===== src/rtl/mux64_arbiter_pkg.sv =====
// Shared types and constants for the two-requester 64-bit mux arbiter.
package mux64_arbiter_pkg;

  // Ownership state of the shared mux.
  typedef enum logic [1:0] {
    ST_IDLE  = 2'd0,
    ST_OWN_A = 2'd1,
    ST_OWN_B = 2'd2
  } arb_state_e;

  // Requester identifiers, used for Last, Y_Src and Select.
  localparam logic SRC_A = 1'b0;
  localparam logic SRC_B = 1'b1;

  // Default datapath width and burst limit (burst limit legal range 1..15).
  localparam int DEF_WIDTH     = 64;
  localparam int DEF_BURST_MAX = 4;

endpackage


===== src/rtl/mux_arb_fsm.sv =====
// Ownership FSM: tracks the current owner, the last released owner and the
// burst count; produces the mux select, per-requester ready and load strobe.
module mux_arb_fsm
  import mux64_arbiter_pkg::*;
#(
  parameter int BURST_MAX = DEF_BURST_MAX
) (
  input  logic clk,
  input  logic rst_n,
  input  logic a_valid,
  input  logic b_valid,
  input  logic y_valid,
  input  logic y_ready,
  output logic select,
  output logic a_ready,
  output logic b_ready,
  output logic load
);

  localparam logic [3:0] BURST_LIM = 4'(BURST_MAX);

  arb_state_e state_q, state_d;
  logic       last_q, last_d;
  logic [3:0] cnt_q, cnt_d;
  logic       slot_free_s;
  logic [3:0] cnt_inc_s;
  logic       burst_done_s;

  // The output slot can accept a word when empty or draining this cycle.
  assign slot_free_s  = !y_valid || y_ready;
  assign cnt_inc_s    = cnt_q + 4'd1;
  assign burst_done_s = (cnt_inc_s == BURST_LIM);

  // Ready and select depend only on registered state and the consumer ready.
  assign a_ready = (state_q == ST_OWN_A) && slot_free_s;
  assign b_ready = (state_q == ST_OWN_B) && slot_free_s;
  assign select  = (state_q == ST_OWN_B);

  // State, last-owner and burst-count registers.
  always_ff @(posedge clk or negedge rst_n) begin
    if (!rst_n) begin
      state_q <= ST_IDLE;
      last_q  <= SRC_B;
      cnt_q   <= 4'd0;
    end else begin
      state_q <= state_d;
      last_q  <= last_d;
      cnt_q   <= cnt_d;
    end
  end

  // Next-state logic: grant from idle, burst limiting, release on Valid low.
  always_comb begin
    state_d = state_q;
    last_d  = last_q;
    cnt_d   = cnt_q;
    load    = 1'b0;
    case (state_q)
      ST_IDLE: begin
        cnt_d = 4'd0;
        if (a_valid && b_valid) begin
          state_d = (last_q == SRC_B) ? ST_OWN_A : ST_OWN_B;
        end else if (a_valid) begin
          state_d = ST_OWN_A;
        end else if (b_valid) begin
          state_d = ST_OWN_B;
        end else begin
          state_d = ST_IDLE;
        end
      end
      ST_OWN_A: begin
        if (!a_valid) begin
          last_d  = SRC_A;
          cnt_d   = 4'd0;
          state_d = b_valid ? ST_OWN_B : ST_IDLE;
        end else if (slot_free_s) begin
          load = 1'b1;
          if (burst_done_s) begin
            cnt_d = 4'd0;
            if (b_valid) begin
              state_d = ST_OWN_B;
              last_d  = SRC_A;
            end else begin
              state_d = ST_OWN_A;
            end
          end else begin
            cnt_d = cnt_inc_s;
          end
        end else begin
          // Stalled owner keeps the mux; never pre-empted.
          state_d = ST_OWN_A;
        end
      end
      ST_OWN_B: begin
        if (!b_valid) begin
          last_d  = SRC_B;
          cnt_d   = 4'd0;
          state_d = a_valid ? ST_OWN_A : ST_IDLE;
        end else if (slot_free_s) begin
          load = 1'b1;
          if (burst_done_s) begin
            cnt_d = 4'd0;
            if (a_valid) begin
              state_d = ST_OWN_A;
              last_d  = SRC_B;
            end else begin
              state_d = ST_OWN_B;
            end
          end else begin
            cnt_d = cnt_inc_s;
          end
        end else begin
          state_d = ST_OWN_B;
        end
      end
      default: begin
        state_d = ST_IDLE;
        last_d  = SRC_B;
        cnt_d   = 4'd0;
      end
    endcase
  end

endmodule


===== src/rtl/mux64_arbiter.sv =====
// Round-robin, burst-limited arbiter sharing a 2:1 datapath mux between two
// producers, with a single-entry registered output stage.
module mux64_arbiter
  import mux64_arbiter_pkg::*;
#(
  parameter int WIDTH     = DEF_WIDTH,
  parameter int BURST_MAX = DEF_BURST_MAX
) (
  input  logic             Clk,
  input  logic             Rst_n,
  input  logic             A_Valid,
  output logic             A_Ready,
  input  logic [WIDTH-1:0] A,
  input  logic             B_Valid,
  output logic             B_Ready,
  input  logic [WIDTH-1:0] B,
  output logic             Y_Valid,
  input  logic             Y_Ready,
  output logic [WIDTH-1:0] Y,
  output logic             Y_Src,
  output logic             Select
);

  logic             load_s;
  logic [WIDTH-1:0] mux_word_s;
  logic [WIDTH-1:0] y_q, y_d;
  logic             y_src_q, y_src_d;
  logic             y_valid_q, y_valid_d;

  mux_arb_fsm #(
    .BURST_MAX(BURST_MAX)
  ) u_fsm (
    .clk    (Clk),
    .rst_n  (Rst_n),
    .a_valid(A_Valid),
    .b_valid(B_Valid),
    .y_valid(y_valid_q),
    .y_ready(Y_Ready),
    .select (Select),
    .a_ready(A_Ready),
    .b_ready(B_Ready),
    .load   (load_s)
  );

  // The shared datapath mux, steered only by the arbiter.
  assign mux_word_s = (Select == SRC_B) ? B : A;

  // Output stage next value: load wins over drain; data holds when idle.
  always_comb begin
    y_d       = y_q;
    y_src_d   = y_src_q;
    y_valid_d = y_valid_q;
    if (load_s) begin
      y_d       = mux_word_s;
      y_src_d   = Select;
      y_valid_d = 1'b1;
    end else if (Y_Ready) begin
      y_valid_d = 1'b0;
    end else begin
      y_valid_d = y_valid_q;
    end
  end

  // Output stage registers; reset discards any held word.
  always_ff @(posedge Clk or negedge Rst_n) begin
    if (!Rst_n) begin
      y_q       <= {WIDTH{1'b0}};
      y_src_q   <= SRC_A;
      y_valid_q <= 1'b0;
    end else begin
      y_q       <= y_d;
      y_src_q   <= y_src_d;
      y_valid_q <= y_valid_d;
    end
  end

  assign Y       = y_q;
  assign Y_Src   = y_src_q;
  assign Y_Valid = y_valid_q;

endmodule


===== config.mk =====
export PLATFORM = sky130hd
export DESIGN_NAME = mux64_arbiter
export DESIGN_NICKNAME = d
export VERILOG_FILES = /design/src/rtl/mux64_arbiter_pkg.sv /design/src/rtl/mux_arb_fsm.sv /design/src/rtl/mux64_arbiter.sv
export SDC_FILE = /design/constraint.sdc
export NUM_CORES = 1
export LEC_CHECK = 0
export CORE_MARGIN = 8
export CORE_UTILIZATION = 38
export CTS_CLUSTER_DIAMETER = 80
export DETAILED_ROUTE_END_ITERATION = 12
export PLACE_DENSITY = 0.81
export SLEW_MARGIN = 5
export SYNTH_ARGS = -nofsm -noshare
export SYNTH_HDL_FRONTEND = slang
export SYNTH_SLANG_ARGS = --single-unit
export TNS_END_PERCENT = 50

===== constraint.sdc =====
create_clock -name Clk -period 2.5 [get_ports Clk]
set_input_delay 0.625 -clock Clk [delete_from_list [all_inputs] [get_ports Clk]]
set_output_delay 0.625 -clock Clk [all_outputs]
set_load 0.05 [all_outputs]

==> summary.txt <==
Run status
  • Run status: completed

Finish
  • Fraction of layout cells with a size suffix above 1: 5.00%
  • # nets final: 673
  • FILL cells: 763
  • Area Growth Syn to Fin: 64.9%
  • Final antenna diode count: 0

Timing
  • # setup viols final: 0
  • Worst-Margin Slew: 0.900 ns
  • Final slew viol count: 0
  • Worst Skew: 0.00971 ns
  • Fmax: 0.451 GHz
  • Final Hold Fails: 0
  • Fin crit share: 88.6%
  • RSZ-0062 raised after global routing: no
  • WHS: 0.419 ns
  • Min Tclk post-route: 2.22 ns
  • Setup tns final: 0 ns
  • Relative slew margins: 40.0%

Floorplan
  • Core Area: 9110 sq um
  • Chip width: 112 microns
  • Chip Height: 112 microns
  • IO Count: 202
  • Die Area: 12,600 sq um
  • Initial Utilization: 38.7%
  • Rows: 35

Worst setup path
  • Kind of critical path: in2out
  • Worst Setup Start Kind: input pin
  • CP peak stage delay: 0.47 ns
  • Max Fanout on Critical Path: 3
  • Delay-heaviest family, CP: buffers and inverters
  • Worst-path cell chain: clkdlybuf4s50_1 > nand2b_1 > and2_1 > buf_12
  • CP Capture Type: output port
  • CP bufs+invs: 2
  • Slowest cell on crit path: clkdlybuf4s50_1
  • Reg2Reg Setup Slack: 0.63 ns
  • CP arrival: 1.59 ns
  • Worst path required time: 1.88 ns

Synthesis
  • Post-synthesis sequential area ratio: 51.8%
  • Yosys top cell area share: 51.1%
  • Avg Cell Area, Syn: 10.3 sq um
  • Ranking of synthesized cells by area: dfrtp_1, mux2i_1, o21ai_0
  • Area leader, netlist: dfrtp_1
  • Number of synthesized flops with an enable pin: 0
  • Post-Syn Nets: 479
  • Post-synth ARST share: 100%
  • Post-Syn Instances: 341
  • Synth Cell Area: 3530 sq um
  • Syn. warnings: 0
  • Post-synth top cells: dfrtp_1, nand2_1, mux2i_1
  • Count of cell types in the netlist: 34
  • FF+latch count, synth: 73
  • Post-synth top flop: dfrtp_1

Clocking
  • CTS root buffer: clkbuf_8
  • Worst skew pair latency: 0.34 ns
  • Post-CTS setup buffers: 0
  • Cts hold-fix bufs: 0
  • CTS tree: yes
  • CTS H-tree lvls: 3
  • Clock transition at the registers of the reported paths: 0.07 ns
  • Clock sinks: 73
  • Clock buffer count from CTS: 9
  • Post-CTS sizing: 0
  • Clock Tree Buf Depth: 2

Power
  • Peak VDD IR: 0.000673 V
  • Pwr Density: 1350 nW/um^2
  • Overall power: 7.83 mW
  • LEAKAGE: 2.43 nW

Drt
  • Vias per inst: 4.79
  • First-pass DRT Iterations: 4
  • DR vias: 3,116
  • WL final: 10,600 microns
  • Post-route ant nets: 0
  • Residual DRC: 0
  • Routed wire length per instance: 16.2 microns
  • Initial DRC count: 120

Placement
  • Placer Congestion: 0.776
  • Post-DP HPWL: 8430 microns
  • I/O Buffers: 201

Global routing
  • Initial antenna violation count: 0
  • Largest net degree at the start of global routing: 74
  • Vias in the first global route: 3,369
  • Total gr overflow: 0
  • First-pass GRT wire length: 17,100 microns
  • Total GRT Usage: 16.8%

Run
  • Max Cap Viol: 0

Worst hold path
  • Hold Crit Class: in2async
[final cells by class]
class / count / area (sq um) / area share [%]
clock buffer: 12 / 135 / 2.32
multi-input combinational: 242 / 1580 / 27.2
tap: 111 / 139 / 2.39
timing repair buffer: 206 / 2100 / 36.2
clock inverter: 4 / 20.0 / 0.344
inverter: 3 / 11.3 / 0.194
sequential: 73 / 1830 / 31.4
[registers in the layout, indices dropped and copies added, names as in the netlist]
| register | count |
|---|---|
| Y | 64 |
| Y_Valid | 1 |
| u_fsm.last_q | 1 |
| u_fsm.state_q | 2 |
| Y_Src | 1 |
| u_fsm.cnt_q | 4 |
[worst paths after layout]
kind	start	end	depth (start not counted)
worst max-delay path	Y_Ready	A_Ready	4
worst min-delay path	Rst_n	Y[39]$_DFFE_PN0P_	1
worst max register to register	u_fsm.state_q[0]$_DFFE_PN0P_	Y[7]$_DFFE_PN0P_	6
worst min register to register	Y[44]$_DFFE_PN0P_	Y[44]$_DFFE_PN0P_	2
max in group asynchronous	Rst_n	Y[57]$_DFFE_PN0P_	1
min in group Clk	Y[44]$_DFFE_PN0P_	Y[44]$_DFFE_PN0P_	2
[layout by cell type, fill, tap and decap left out, types with 2 or more instances in the layout]
cell,count
nor2_1,5
clkinv_2,4
buf_12,5
nand2b_1,4
a21oi_1,4
clkdlybuf4s50_1,197
clkbuf_1,3
dfrtp_1,72
inv_1,3
mux2i_1,66
o311ai_0,2
ha_1,4
clkbuf_8,9
buf_4,4
nand2_1,72
nand4_1,2
o21ai_0,64
[through the flow]
stage                     utilization, %  cells  worst slack (ns)  area, sq um
after floorplan                        -    341            0.0167         3530
after global placement              62.1    635             0.300         5660
after detailed placement            62.1    635             0.254         5660
after CTS                           63.8    651             0.282         5810
after global routing                63.8    651             0.206         5810
final                               63.8    651             0.284         5810
[metal layers]
layer  part of all wire (%)  GRT usage, %  up-vias
li1                       -             -     1562
met1                     40          18.5     1411
met2                     50          28.9      131
met3                    8.8          6.71       12
met4                    1.4          5.40        0
met5                      0             0        -
[power by group]
group / switching [mW] / internal, mW / leakage, nW
clock network: 0.411 / 0.355 / 0.0839
registers: 0.284 / 1.74 / 0.916
logic: 3.23 / 1.82 / 1.43
total: 3.92 / 3.91 / 2.43
[kinds of logic (layout without fill, tap and decap cells)]
family                     Yosys count  count (layout)  share of synthesized area, %
DFF                                 73              73                          51.8
adders and majority gates            5               5                          1.77
AOI/OAI and AO/OA                   76              76                          11.5
and+or+nand+nor                     91              91                          10.9
xor gates and xnor gates             2               2                         0.497
buffers and inverters               26             225                          3.97
muxes                               68              68                          19.5
Note: power is estimated with default switching activity, not from simulation.
